## config.mk

```make
export PLATFORM = sky130hd
export DESIGN_NAME = dlx_imem_flat
export DESIGN_NICKNAME = d
export VERILOG_FILES = /design/src/rtl/dlx_imem_if.sv /design/src/rtl/dlx_imem.sv /design/src/flat_wrapper.sv
export SDC_FILE = /design/constraint.sdc
export NUM_CORES = 2
export LEC_CHECK = 0
export ABC_AREA = 1
export ABC_CLOCK_PERIOD_IN_PS = 4100
export CAP_MARGIN = 20
export CORE_MARGIN = 2
export CORE_UTILIZATION = 40
export CTS_BUF_LIST = sky130_fd_sc_hd__clkbuf_4
export DETAILED_ROUTE_END_ITERATION = 8
export DONT_BUFFER_PORTS = 1
export GPL_TIMING_DRIVEN = 0
export PLACE_DENSITY_LB_ADDON = 0.15
export REMOVE_ABC_BUFFERS = 1
export SLEW_MARGIN = 10
export SYNTH_ARGS = -nofsm -noshare
export SYNTH_HDL_FRONTEND = slang
export SYNTH_SLANG_ARGS = --single-unit
```

## constraint.sdc

```tcl
create_clock -name PHI1 -period 4.1 [get_ports PHI1]
set_clock_uncertainty 0.15 [all_clocks]
set_input_delay 0.615 -clock PHI1 [delete_from_list [all_inputs] [get_ports PHI1]]
set_output_delay 0.615 -clock PHI1 [all_outputs]
set_load 0.005 [all_outputs]
```

## src/rtl/dlx_imem_if.sv

```systemverilog
// rtl/dlx_imem_if.sv - fetch and loader bundle between DLX core and instruction memory
//
// Signals:
//   IAddr   core -> mem  32    byte address of the fetch
//   IRead   core -> mem  1     fetch request strobe
//   IIn     mem -> core  32    fetched instruction, registered
//   IValid  mem -> core  1     IIn carries the response to the previous edge's IRead
//   LdEn    core -> mem  1     loader write strobe
//   LdAddr  core -> mem  AW    loader word index
//   LdData  core -> mem  32    loader write data
//   LdReady mem -> core  1     memory is running and accepts fetches and loads
//   LdCount mem -> core  AW+1  accepted loader writes since reset, saturating at 2**AW
//   IFault  mem -> core  1     misaligned or out-of-range fetch (DLX_IMEM_ALIGN_CHK_EN only)
interface dlx_imem_if #(
  parameter int AW = 6
);
  logic [31:0] IAddr;
  logic        IRead;
  logic [31:0] IIn;
  logic        IValid;
  logic        LdEn;
  logic [AW-1:0] LdAddr;
  logic [31:0] LdData;
  logic        LdReady;
  logic [AW:0] LdCount;
`ifdef DLX_IMEM_ALIGN_CHK_EN
  logic        IFault;
`endif

  modport master (
    output IAddr, IRead, LdEn, LdAddr, LdData,
`ifdef DLX_IMEM_ALIGN_CHK_EN
    input  IFault,
`endif
    input  IIn, IValid, LdReady, LdCount
  );

  modport slave (
    input  IAddr, IRead, LdEn, LdAddr, LdData,
`ifdef DLX_IMEM_ALIGN_CHK_EN
    output IFault,
`endif
    output IIn, IValid, LdReady, LdCount
  );
endinterface

```

## src/rtl/dlx_imem.sv

```systemverilog
// rtl/dlx_imem.sv - DLX instruction memory with NOP clear sweep, loader port and 1-cycle fetch
//
// Purpose: answers core fetches from an internal DEPTH x 32 word array. After
// reset the array is swept to NOP_WORD (CLEAR, DEPTH cycles), then RUN serves
// fetches and loader writes. Fetches past the array return NOP_WORD.
// Optional feature macro: DLX_IMEM_ALIGN_CHK_EN (adds IFault; misaligned
// fetches return NOP_WORD and fault, out-of-range fetches fault too).
//
// Ports:
//   PHI1  in  clock, all state changes on posedge
//   MRST  in  synchronous active-high reset
//   bus   dlx_imem_if.slave: IAddr/IRead/IIn/IValid fetch side,
//         LdEn/LdAddr/LdData/LdReady/LdCount loader side, IFault when enabled
module dlx_imem #(
  parameter int          DEPTH    = 64,
  parameter int          AW       = 6,
  parameter logic [31:0] NOP_WORD = {6'b000000, 20'b0, 6'b000000}
) (
  input  logic       PHI1,
  input  logic       MRST,
  dlx_imem_if.slave  bus
);

  localparam logic [0:0]  ST_CLEAR = 1'b0;
  localparam logic [0:0]  ST_RUN   = 1'b1;
  localparam logic [AW:0] LAST_IDX = (AW+1)'(DEPTH - 1);
  localparam logic [AW:0] FULL_CNT = (AW+1)'(DEPTH);

  logic [31:0]   mem_q [DEPTH];

  logic [0:0]    state_q, state_d;
  // One bit wider than an index so the sweep reaches DEPTH-1 without wrapping.
  logic [AW:0]   clr_cnt_q, clr_cnt_d;
  logic [AW:0]   ld_cnt_q, ld_cnt_d;
  logic [31:0]   iin_q, iin_d;
  logic          ivalid_q, ivalid_d;

  logic          wr_en;
  logic [AW-1:0] wr_idx;
  logic [31:0]   wr_data;

  logic [AW-1:0] rd_idx;
  logic          out_of_range;
  logic [31:0]   rd_word;

  assign rd_idx       = bus.IAddr[AW+1:2];
  assign out_of_range = |bus.IAddr[31:AW+2];

`ifdef DLX_IMEM_ALIGN_CHK_EN
  logic ifault_q, ifault_d;
  logic misaligned;
  assign misaligned = |bus.IAddr[1:0];
  assign bus.IFault = ifault_q;
`else
  logic unused_low_bits;
  assign unused_low_bits = ^bus.IAddr[1:0];
`endif

  // Write-first: a load to the word being fetched in the same cycle is
  // forwarded so the core sees the new instruction immediately.
  always_comb begin
    rd_word = mem_q[rd_idx];
    if (bus.LdEn && (bus.LdAddr == rd_idx)) begin
      rd_word = bus.LdData;
    end
    if (out_of_range) begin
      rd_word = NOP_WORD;
    end
`ifdef DLX_IMEM_ALIGN_CHK_EN
    if (misaligned) begin
      rd_word = NOP_WORD;
    end
`endif
  end

  always_comb begin
    state_d   = state_q;
    clr_cnt_d = clr_cnt_q;
    ld_cnt_d  = ld_cnt_q;
    iin_d     = iin_q;
    ivalid_d  = 1'b0;
    wr_en     = 1'b0;
    wr_idx    = bus.LdAddr;
    wr_data   = bus.LdData;
`ifdef DLX_IMEM_ALIGN_CHK_EN
    ifault_d  = 1'b0;
`endif
    case (state_q)
      ST_CLEAR: begin
        // Loader and fetch inputs are ignored while the sweep owns the array.
        wr_en     = !MRST;
        wr_idx    = clr_cnt_q[AW-1:0];
        wr_data   = NOP_WORD;
        clr_cnt_d = clr_cnt_q + 1'b1;
        if (clr_cnt_q == LAST_IDX) begin
          state_d = ST_RUN;
        end
      end
      ST_RUN: begin
        if (bus.LdEn) begin
          wr_en = !MRST;
          if (ld_cnt_q != FULL_CNT) begin
            ld_cnt_d = ld_cnt_q + 1'b1;
          end
        end
        if (bus.IRead) begin
          iin_d    = rd_word;
          ivalid_d = 1'b1;
`ifdef DLX_IMEM_ALIGN_CHK_EN
          ifault_d = out_of_range | misaligned;
`endif
        end
      end
      default: begin
        state_d = ST_CLEAR;
      end
    endcase
  end

  always_ff @(posedge PHI1) begin
    if (MRST) begin
      state_q   <= ST_CLEAR;
      clr_cnt_q <= '0;
      ld_cnt_q  <= '0;
      iin_q     <= NOP_WORD;
      ivalid_q  <= 1'b0;
`ifdef DLX_IMEM_ALIGN_CHK_EN
      ifault_q  <= 1'b0;
`endif
    end else begin
      state_q   <= state_d;
      clr_cnt_q <= clr_cnt_d;
      ld_cnt_q  <= ld_cnt_d;
      iin_q     <= iin_d;
      ivalid_q  <= ivalid_d;
`ifdef DLX_IMEM_ALIGN_CHK_EN
      ifault_q  <= ifault_d;
`endif
    end
  end

  always_ff @(posedge PHI1) begin
    if (wr_en) begin
      mem_q[wr_idx] <= wr_data;
    end
  end

  assign bus.IIn     = iin_q;
  assign bus.IValid  = ivalid_q;
  assign bus.LdReady = (state_q == ST_RUN);
  assign bus.LdCount = ld_cnt_q;

endmodule

```

## src/flat_wrapper.sv

```systemverilog
// flat-port wrapper written by rule: the top's interface ports become plain ports
module dlx_imem_flat 
#(
  parameter int          DEPTH    = 64,
  parameter int          AW       = 6,
  parameter logic [31:0] NOP_WORD = {6'b000000, 20'b0, 6'b000000}
)
  (PHI1, MRST, bus_IAddr, bus_IRead, bus_LdEn, bus_LdAddr, bus_LdData, bus_IIn, bus_IValid, bus_LdReady, bus_LdCount);
  dlx_imem_if #(.AW(AW)) bus_i ();
  input  logic PHI1;
  input  logic MRST;
  input wire logic [$bits(bus_i.IAddr)-1:0] bus_IAddr;
  input wire logic [$bits(bus_i.IRead)-1:0] bus_IRead;
  input wire logic [$bits(bus_i.LdEn)-1:0] bus_LdEn;
  input wire logic [$bits(bus_i.LdAddr)-1:0] bus_LdAddr;
  input wire logic [$bits(bus_i.LdData)-1:0] bus_LdData;
  output wire logic [$bits(bus_i.IIn)-1:0] bus_IIn;
  output wire logic [$bits(bus_i.IValid)-1:0] bus_IValid;
  output wire logic [$bits(bus_i.LdReady)-1:0] bus_LdReady;
  output wire logic [$bits(bus_i.LdCount)-1:0] bus_LdCount;
  assign bus_i.IAddr = bus_IAddr;
  assign bus_i.IRead = bus_IRead;
  assign bus_i.LdEn = bus_LdEn;
  assign bus_i.LdAddr = bus_LdAddr;
  assign bus_i.LdData = bus_LdData;
  assign bus_IIn = bus_i.IIn;
  assign bus_IValid = bus_i.IValid;
  assign bus_LdReady = bus_i.LdReady;
  assign bus_LdCount = bus_i.LdCount;
  dlx_imem #(.DEPTH(DEPTH), .AW(AW), .NOP_WORD(NOP_WORD)) u_core (.PHI1(PHI1), .MRST(MRST), .bus(bus_i));
endmodule
```

==> out/metrics.csv <==
stage,metric,value,unit
die,Core Area,210000,um2
worst_setup_path,RR Startpoint,u_core.bus.LdReady,
global_route,Total Routing Usage GR,24.1,%
timing,Worst Max-Slew Pin Slew,1.81,ns
timing,final setup violation count,1,
placement,count of input and output buffers,0,
placement,Placed Cells incl. Taps,9583,
final_layout,P&R area growth vs syn,15.2,%
yosys,cell taking the most area after synthesis,edfxtp_1,
routing,Post-route DRC,0,
final_layout,Util after Layout,46.4,%
yosys,complex-gate fraction of the synthesized area,0.553,%
worst_hold_path,hold path cells,9,
final_layout,nets,7542,
routing,via count,57600,
final_layout,final instance area,97500,um2
clock_network,H-tree level count,6,
clock_network,Worst-path clk slew,0.06,ns
timing,Final Hold Viols,0,
yosys,Ys Warns,0,
routing,DRT antenna net count,0,
global_route,vias in the first global route,54800,
outcome,failing checks,"slew limit, setup timing",
worst_hold_path,Worst Min Path Start,bus_IAddr[3],
clock_network,CTS tree,built,
die,die width,464,um
final_layout,fin cells,10600,
job,max_cap viols,0,
worst_setup_path,critical path class,in -> reg,
worst_setup_path,Worst R2R Path Depth,10,
yosys,Mapped Cells,7113,
worst_setup_path,reg-to-reg critical path endpoint,u_core.bus.IIn[4],
yosys,synthesized cell area,84600,um2
placement,hpwl dp,139000,um
routing,DRT Wirelength,268000,um
worst_setup_path,R2R Setup Slk,0.22,ns
timing,Hold Slack,0.0290,ns
clock_network,Num Clock Sinks,2096,
yosys,largest family of logic cells by synthesized area,simple AND/OR/NAND/NOR gates,
outcome,outcome,"finished, violations left",
worst_hold_path,Worst Hold Class,in -> reg,
timing,Slew Limit Headroom,-20.6,%
worst_hold_path,Hold EP,u_core.bus.IIn[29],
die,# rows,168,
clock_network,buffer depth of the longest clock path,4,
yosys,Synth Area in XOR/XNOR,0.0207,%
worst_setup_path,Critical Path RT,5.20,ns
final_layout,Fillers,19100,
global_route,first-pass GRT wire length,380000,um
clock_network,Inserted Clock Buffers,569,
clock_network,post-cts sizing count,0,
yosys,Adder-Cell Fraction of Synth Area,0.0444,%
clock_network,Worst-Skew Late Latency,1.34,ns
yosys,dominant cells by area after synthesis,"edfxtp_1 73%, nand3_1 12%, nand2_1 10%",
routing,DR vias/cell,5.41,
timing,setup tns final,-0.0251,ns
timing,f_max,242,MHz
die,Die Area,215000,um2
routing,drt wl/cell,25.2,um
yosys,syn avg cell area,11.9,um2
pwr,Leak,35.6,nW
timing,final max-slew violation count,202,
yosys,post-synthesis cell type count,29,
clock_network,clock tree root buffer cell,clkbuf_4,
worst_setup_path,"Arr. time, crit path",5.23,ns
placement,pre-CTS setup slack,-1.08,ns
global_route,pin count of the biggest net entering global routing,1026,
placement,RD Place Congestion,0.795,
yosys,"Seq/Total Area, Yosys",73.8,%
worst_setup_path,CP endpoint kind,flop,
pwr,Power Total,43.5,mW
placement,dpl cell area,89300,um2
die,initial core utilization,40.3,%
yosys,Post-Synth Simple-Gate Area,22.3,%
global_route,Congestion Overflow GR,0,
worst_setup_path,Critical Path Source Type,input port,
yosys,top-area cell type share of the netlist area,72.7,%
yosys,count of state elements after synthesis,2096,
timing,RSZ-0062 raised after global routing,false,
pwr,Worst VDD drop,0.324,mV
pwr,Power Density,446,nW/um2
die,Chip Height,464,um
final_layout,share of cells above drive strength 1,14.4,%
timing,min cycle time layout,4.13,ns
timing,share of the clock period used by the worst path,101,%
routing,drt pass-1 iters,5,
worst_setup_path,CP Max Fanout,179,
die,Ports,115,
timing,Final WS setup,-0.0251,ns
yosys,multiplexer share of the synthesized area,0,%
routing,initial DRC count,5888,
global_route,initial antenna violation count,20,
worst max-delay path: stages:
cell and delay [ns]:
buf_16 0.23, buf_16 0.43, inv_16 0.37, buf_16 0.49, buf_16 0.41, nand2_1 0.10, nand3_1 0.10, nand3_1 0.08
nand3_1 0.11, nand3_1 0.17, nand3_1 0.31, nand2_1 0.09, nand2_1 0.08, dlygate4sd3_1 0.56, nand2_1 0.05, a21oi_1 0.12
cells by family after synthesis:
group / after synthesis
buffers and inverters: 564
xor gates and xnor gates: 2
AOI/OAI and AO/OA: 92
and+or+nand+nor: 4356
adders and majority gates: 3
DFF: 2096
flip-flops by register name, summed over array words and instances (netlist names):
signal,cells
u_core.bus.LdCount,7
u_core.bus.LdReady,1
u_core.clr_cnt_q,7
u_core.bus.IIn,32
u_core.mem_q,2048
u_core.bus.IValid,1
per-layer routing:
metal	global-route usage [%]	vias to the layer above	part of all wire, %
met5	0	-	0
met4	11.5	0	4.6
met3	4.43	495	7.2
met2	38.4	2341	47
met1	31.7	28400	41
li1	-	26300	-
placed cells by master, fill, tap and decap left out, types with 4 or more instances in the layout:
cell,n
dfxtp_1,47
clkbuf_4,853
nor2_4,65
clkbuf_16,4
nor2_1,27
nor4_1,6
a21oi_1,43
bufinv_16,4
nor3_1,6
nand4_1,4
edfxtp_1,2048
inv_4,5
diode_2,23
clkinv_1,45
inv_2,40
nand2_1,2251
nand3_1,1993
buf_12,85
inv_1,59
o21ai_0,45
dlygate4sd3_1,101
buf_16,55
Yosys cell counts (all sizes together):
| master | number |
|---|---|
| o21ai | 46 |
| nand3 | 1993 |
| nor3b | 1 |
| xor2 | 2 |
| edfxtp | 2048 |
| inv | 97 |
| a211oi | 1 |
| nor4 | 6 |
| ha | 3 |
| dfxtp | 48 |
| buf | 371 |
| nand2 | 2252 |
| nor2 | 92 |
| a21oi | 44 |
| clkbuf | 96 |
| o22ai | 1 |
| or2 | 2 |
| nor3 | 6 |
| nand4 | 4 |
worst max-delay path by stage:
stage / from / endpoint / slack, ns / depth (start not counted)
finish: bus_IAddr[2] / u_core.bus.IIn[5] / -0.03 / 16
global route: u_core.bus.LdReady / u_core.bus.IIn[4] / 0.08 / 10
CTS: bus_IAddr[2] / u_core.bus.IIn[5] / 0.25 / 14
detailed placement: bus_IAddr[2] / u_core.bus.IIn[11] / -1.08 / 13
global placement: bus_IAddr[4] / u_core.bus.IIn[1] / -9.04 / 9
floorplan: bus_IAddr[2] / u_core.bus.IIn[13] / -2.30 / 9
power by group:
part	internal, mW	switching (mW)
logic	0.617	1.59
registers	23.2	0.0142
clock network	9.62	8.41
total	33.4	10.0
repair_timing:
| item | in CTS | in global routing |
|---|---|---|
| hold endpoints to repair | 2344 | 2 |
| hold buffers | 103 | 2 |
| buffers inserted | 0 | 0 |
| endpoints found under the setup margin | 0 | 32 |
cell type report:
class	count	area, um2	share of cell area, %
sequential	2096	62500	64.1
multi-input combinational	4453	19900	20.4
clock buffer	853	6400	6.57
timing repair buffer	248	4370	4.49
tap	2805	3510	3.60
inverter	97	415	0.426
clock inverter	61	335	0.344
antenna	23	57.6	0.0591
(Power assumes the default switching activity.)
